$ cat config.mk
export PLATFORM = sky130hd
export DESIGN_NAME = disp_conf_writer
export DESIGN_NICKNAME = d
export VERILOG_FILES = /design/src/rtl/disp_conf_writer.sv
export SDC_FILE = /design/constraint.sdc
export NUM_CORES = 1
export LEC_CHECK = 0
export CELL_PAD_IN_SITES_DETAIL_PLACEMENT = 1
export CELL_PAD_IN_SITES_GLOBAL_PLACEMENT = 1
export CORE_UTILIZATION = 32
export DETAILED_ROUTE_END_ITERATION = 7
export HOLD_SLACK_MARGIN = 0.1
export MAX_ROUTING_LAYER = met4
export PLACE_DENSITY_LB_ADDON = 0.1
export RECOVER_POWER = 50
export SLEW_MARGIN = 20
export SYNTH_ARGS = -nofsm -noshare
export SYNTH_HDL_FRONTEND = slang
export SYNTH_SLANG_ARGS = --single-unit
$ cat constraint.sdc
create_clock -name clk -period 2 [get_ports clk]
set_clock_uncertainty 0.15 [all_clocks]
set_input_delay 0.3 -clock clk [delete_from_list [all_inputs] [get_ports clk]]
set_output_delay 0.3 -clock clk [all_outputs]
set_load 0.05 [all_outputs]
$ cat src/rtl/disp_conf_writer.sv
// Packs zero-extended {disp, conf} words into wide beats and writes one frame over Avalon-MM.
// Optional stall statistics are built when DISP_CONF_WRITER_STATS_EN is defined.
//
// state | meaning
// IDLE  | waiting for frame_start
// FILL  | accepting input words into lanes
// WRITE | presenting one beat to the memory interface
// DONE  | one-cycle frame_done pulse
module disp_conf_writer #(
  parameter int          disp_bits      = 5,
  parameter int          frame_width    = 320,
  parameter int          frame_height   = 240,
  parameter int          words_per_beat = 4,
  parameter logic [31:0] base_addr      = 32'h0
) (
  input  logic                        clk,
  input  logic                        reset_n,
  input  logic                        frame_start,
  input  logic [disp_bits+7:0]        disp_conf_in,
  input  logic                        in_valid,
  output logic                        in_ready,
  output logic [31:0]                 avm_address,
  output logic                        avm_write,
  output logic [16*words_per_beat-1:0] avm_writedata,
  input  logic                        avm_waitrequest,
  output logic                        frame_done,
  output logic                        busy,
  output logic [31:0]                 stall_cycles
);

  localparam int          data_w    = 16 * words_per_beat;
  localparam int          num_beats = frame_width * frame_height / words_per_beat;
  localparam int          lane_w    = $clog2(words_per_beat);
  localparam int          beat_w    = $clog2(num_beats + 1);
  localparam logic [31:0] addr_step = 32'(2 * words_per_beat);

  typedef enum logic [1:0] {IDLE, FILL, WRITE, DONE} state_t;

  state_t              state, state_next;
  logic [lane_w-1:0]   lane_cnt;
  logic [beat_w-1:0]   beat_cnt;
  logic [31:0]         addr_q;
  logic [data_w-1:0]   data_q;
  logic                xfer, beat_ack, last_lane, last_beat, start_ok;

  assign start_ok  = (state == IDLE) && frame_start;
  assign xfer      = (state == FILL) && in_valid;
  assign beat_ack  = (state == WRITE) && !avm_waitrequest;
  assign last_lane = (lane_cnt == lane_w'(words_per_beat - 1));
  assign last_beat = (beat_cnt == beat_w'(num_beats - 1));

  always_ff @(posedge clk or negedge reset_n) begin
    if (!reset_n) state <= IDLE;
    else          state <= state_next;
  end

  always_comb begin
    state_next = state;
    case (state)
      IDLE:    if (frame_start) state_next = FILL;
      FILL:    if (xfer && last_lane) state_next = WRITE;
      WRITE:   if (!avm_waitrequest) state_next = last_beat ? DONE : FILL;
      DONE:    state_next = IDLE;
      default: state_next = IDLE;
    endcase
  end

  // Lane counter wraps naturally because words_per_beat is a power of two.
  always_ff @(posedge clk or negedge reset_n) begin
    if (!reset_n) begin
      lane_cnt <= '0;
      beat_cnt <= '0;
      addr_q   <= base_addr;
      data_q   <= '0;
    end else begin
      if (start_ok) begin
        addr_q   <= base_addr;
        lane_cnt <= '0;
        beat_cnt <= '0;
      end
      if (xfer) begin
        data_q[int'(lane_cnt)*16 +: 16] <= 16'(disp_conf_in);
        lane_cnt <= lane_cnt + lane_w'(1);
      end
      if (beat_ack) begin
        addr_q   <= addr_q + addr_step;
        beat_cnt <= beat_cnt + beat_w'(1);
      end
    end
  end

  assign in_ready      = (state == FILL);
  assign avm_write     = (state == WRITE);
  assign frame_done    = (state == DONE);
  assign busy          = (state != IDLE);
  assign avm_address   = addr_q;
  assign avm_writedata = data_q;

`ifdef DISP_CONF_WRITER_STATS_EN
  logic [31:0] stall_q;

  always_ff @(posedge clk or negedge reset_n) begin
    if (!reset_n)                                   stall_q <= '0;
    else if (start_ok)                              stall_q <= '0;
    else if (avm_write && avm_waitrequest && stall_q != 32'hFFFF_FFFF)
                                                    stall_q <= stall_q + 32'd1;
  end

  assign stall_cycles = stall_q;
`else
  assign stall_cycles = 32'd0;
`endif

endmodule

# After elaboration in Yosys (flattened, before gate mapping)

Cells that the tools add are included.

Add/subtract/negate cells: 4
Eq/ne operators: 8
Shifts and indexed selects: 2
Muxes and demuxes: 12
Reductions and logical operators: 10

Operators with widths:

| operator                                                                  | count |
|---|---|
| 64-bit bitwise mux                                                        | 1 |
| 32-bit 2-to-1 mux                                                         | 2 |
| 16-bit by 33-bit variable shift with 64-bit output (first input constant) | 1 |
| 16-bit by 33-bit variable part select with 64-bit output                  | 1 |
| 6-bit negator with 33-bit output                                          | 1 |
| 32-bit by 4-bit adder with 32-bit output (second input constant)          | 1 |
| 15-bit 2-to-1 mux                                                         | 2 |
| 15-bit by 1-bit adder with 15-bit output (second input constant)          | 1 |
| 15-bit == test (second input constant)                                    | 1 |
| 2-bit 2-to-1 mux                                                          | 6 |
| 2-bit one-hot mux with 4 select lines                                     | 1 |
| 2-bit == test (second input constant)                                     | 3 |
| 2-bit nonzero test                                                        | 3 |
| 1-bit logical AND                                                         | 4 |
| 2-bit != test (second input constant)                                     | 2 |
| 3-bit AND reduction                                                       | 1 |
| 2-bit by 1-bit adder with 2-bit output (second input constant)            | 1 |
| 2-bit by 1-bit == test with 1-bit output (second input constant)          | 1 |
| 2-bit zero test                                                           | 1 |
| 2-bit by 1-bit != test with 1-bit output (second input constant)          | 1 |
| 1-bit zero test                                                           | 1 |

Register bits: 115
Bits of input ports: 18
Logic and storage cells: 41

# Longest topological paths before layout

Depth after elaboration: 5
Gate-level depth with buffers: 6
Gate-level depth less buffers: 5

# Worst setup path after synthesis

No wires, ideal clock.

Path kind: register to register
Start: register addr_q[3], in the netlist avm_address[3]
End: register addr_q[25], in the netlist avm_address[25]
Arrival: 1739 ps
Required time: 1700 ps
Setup slack: -39 ps
Stages on the path, launching flop included: 6
Path buffers: 0
Path through: dfrtp_1 > ha_1 > nand4_1 > nor4_4 > nand4_1 > mux2i_1

Cells in the longest elaborated chain, start to end: 2

RTL lines:

| what                                     | line | text |
|---|---|---|
| start: declaration                       | 42   | `logic [31:0] addr_q;` |
| start signal: assignment                 | 73   | `addr_q <= base_addr;` |
| start signal: assignment                 | 77   | `addr_q <= base_addr;` |
| start signal: assignment                 | 86   | `addr_q <= addr_q + addr_step;` |
| 32-bit by 4-bit adder with 32-bit output | 86   |  |
| 32-bit 2-to-1 mux                        | 85   | `if (beat_ack) begin` |

No other way between the ends.
A chain may end at the register's enable or synchronous reset.

# Worst setup path after layout

Start: register data_q[8], in the netlist avm_writedata[8]
End: output avm_writedata[8]

RTL lines:

| what                             | line | text |
|---|---|---|
| start: declaration               | 43   | `logic [data_w-1:0] data_q;` |
| start signal: indexed assignment | 82   | `data_q[int'(lane_cnt)*16 +: 16] <= 16'(disp_conf_in);` |
| end: declaration                 | 24   | `output logic [16*words_per_beat-1:0] avm_writedata,` |

No word-level cell between the ends.

==> results.md <==
- Status: completed
- Peak VDD IR: 0.720 mV
- FFs w/ async S/R, synth: 1.00
- Layout cells sized above 1: 0.107
- Tightest Pin Transition: 832 ps
- Most frequent cell after synthesis: nand2_1
- Synth Flop Type: dfrtp_1
- Share of the synthesized area in the top cell type: 0.511
- Fmax: 0.512 GHz
- CTS H-tree lvls: 3
- Max transition margin: 0.445
- Final Max Slew Viols: 0
- Routed len/inst: 15.7 um
- Post-route ant nets: 0
- CTS max path bufs: 2
- Critical Path Sink Type: primary output
- Worst path arrival time: 1500 ps
- Hold Path Depth: 2
- Final wirelength: 13.2 mm
- Critical Path Source: avm_writedata[8]$_DFFE_PN0P_
- Final HPWL DP: 9.69 mm
- Final setup viols: 0
- Syn. warnings: 0
- Worst-skew pair later-pin latency: 340 ps
- Vias in the first global route: 4210
- Port bufs: 102
- PD cells: 1270 nW/um2
- Fin crit period: 1950 ps
- Worst reg-to-reg path cell count: 5
- Worst min-delay path class: flip-flop to flip-flop
- Reg2Reg Setup Slack: 150 ps
- Initial Util: 0.332
- Worst-path clk slew: 70 ps
- Tot Pwr: 7.94 mW
- Die W: 126 um
- Buffers and inverters on the worst path: 1
- Chip height: 126 um
- Crit Path Max Fanout: 2
- Ports: 150
- Sequential area share after synthesis: 0.511
- RSZ-0062 raised after global routing: false
- Critical path cell sequence: clkdlybuf4s50_1
- Vias: 4025
- Leakage: 3.22 nW
- Via-per-instance ratio: 4.80
- Postcts setup bufs: 0
- Hold Fails Final Rpt: 0
- CTS tree: built
- Clock tree sinks: 100
- GP Congestion: 0.745
- CP Class: flip-flop to primary output
- Crit start category: flip-flop
- Remaining DRCs: 0
- Levels on crit path: 1
- Mean Syn Cell Area: 9.21 um2
- First-pass GRT wire length: 22.0 mm
- Nets: 675
- Unique masters post-synth: 37
- CP endpoint: avm_writedata[8]
- Critical R2R Capture: avm_address[30]$_DFFE_PN0P_
- Initial DRC Count: 195
- Final core utilization: 0.425
- Data required, critical path: 1550 ps
- Core ar.: 14800 um2
- N_diodes: 0
- Layout area overhead: 28.0%
- Max_cap viols: 0
- Die area: 15800 um2
- Worst r2r src: avm_address[17]$_DFFE_PN0P_
- Total CTS buffers: 9
- CP delay by family, top: buffers and inverters
- Number of synthesized flops with an enable pin: 0
- Cell count after synthesis: 532
- Grt ovf: 0
- CP peak stage delay: 800 ps
- Antenna violations before repair: 0
- Synth Cell Area: 4900 um2
- CP max-delay cell: clkdlybuf4s50_1
- Total track usage: 0.183
- DR pass1 iterations: 4
- Largest net degree at the start of global routing: 52
- Row cnt: 44
- Yosys reg bits: 100
- Synth area leader: dfrtp_1
- Final period util: 0.976
- Post-synth top cells: 163 x nand2_1, 100 x dfrtp_1, 62 x o21ai_0, 47 x buf_4, 31 x mux2i_1
- CTS root buf: clkbuf_16
- Top area cells in the synthesized netlist: dfrtp_1 51%, nand2_1 12%, buf_4 7.2%
[report_power, final]
| part | internal [mW] | leakage, nW | total (mW) | switching (mW) |
|---|---|---|---|---|
| logic | 0.828 | 1.68 | 3.28 | 2.45 |
| registers | 2.39 | 1.37 | 2.60 | 0.219 |
| clock network | 1.26 | 0.169 | 2.06 | 0.798 |
| total | 4.47 | 3.22 | 7.94 | 3.47 |
[layer usage]
metal / global-route usage / up-vias / routed length (um)
met5: - / - / 0
met4: 0.0340 / 0 / 78
met3: 0.0463 / 5 / 644
met2: 0.314 / 94 / 6860
met1: 0.218 / 1984 / 5620
li1: - / 1942 / -
[stage by stage]
step | setup WS [ps] | cell area (um2) | std cells | hold WS [ps] | TNS (ps)
2_1_floorplan | 10.1 | 5080 | 578 | -146 | 0
3_3_place_gp | -174 | 6050 | 822 | 125 | -4060
3_5_place_dp | -221 | 6050 | 822 | 128 | -5370
4_1_cts | 0.778 | 6400 | 839 | 292 | 0
5_1_grt | 1.49 | 6270 | 839 | 367 | 0
6_report | 47.5 | 6270 | 839 | 332 | 0
[state kept, by name, summed over array words and instances (netlist names)]
name,count
lane_cnt,2
beat_cnt,15
avm_writedata,52
state,2
avm_address,29
[cells by family (layout without fill, tap and decap cells)]
| family | Yosys count | after routing | share of synthesized area |
|---|---|---|---|
| compound gates | 76 | 76 | 0.0840 |
| fa+ha+maj | 7 | 7 | 0.0179 |
| flops | 100 | 100 | 0.511 |
| other cells | 1 | 47 | 0.000765 |
| buf+inv | 73 | 150 | 0.0927 |
| mux | 31 | 31 | 0.0633 |
| xor+xnor | 1 | 1 | 0.00179 |
| simple gates | 243 | 243 | 0.229 |
[how the worst min path moves through the flow]
stage / startpoint / endpoint / slack, ps
finish: avm_writedata[18]$_DFFE_PN0P_ / avm_writedata[18]$_DFFE_PN0P_ / 330
global route: beat_cnt[7]$_DFFE_PN0P_ / beat_cnt[7]$_DFFE_PN0P_ / 370
CTS: reset_n / avm_address[3]$_DFFE_PN0P_ / 290
detailed placement: reset_n / avm_address[3]$_DFFE_PN0P_ / 130
global placement: reset_n / avm_address[3]$_DFFE_PN0P_ / 120
floorplan: reset_n / avm_address[10]$_DFFE_PN0P_ / -150
[cell type report]
type / instances / area [um2]
Clock buffer: 10 / 239
Inverter: 4 / 15.0
Fill cell: 1731 / 8480
Tap cell: 184 / 230
Timing Repair Buffer: 130 / 1050
Sequential cell: 100 / 2510
Multi-Input combinational cell: 405 / 2120
Clock inverter: 6 / 111
[cell usage in the layout (no fill, tap or decap), drive strengths merged, types with 8 or more instances in the layout]
cell type / instances
nand2: 163
dfrtp: 100
o21ai: 66
clkbuf: 54
conb: 47
buf: 44
mux2i: 31
clkdlybuf4s50: 20
nand3: 19
nand4: 17
dlymetal6s2s: 15
nor2: 11
nor3: 8
[what timing repair did]
action	CTS	global route
endpoints found under the hold margin	28	0
gates resized for setup	6	15
hold buffers	1	0
setup endpoints to repair	6	15
(Power assumes the default switching activity.)
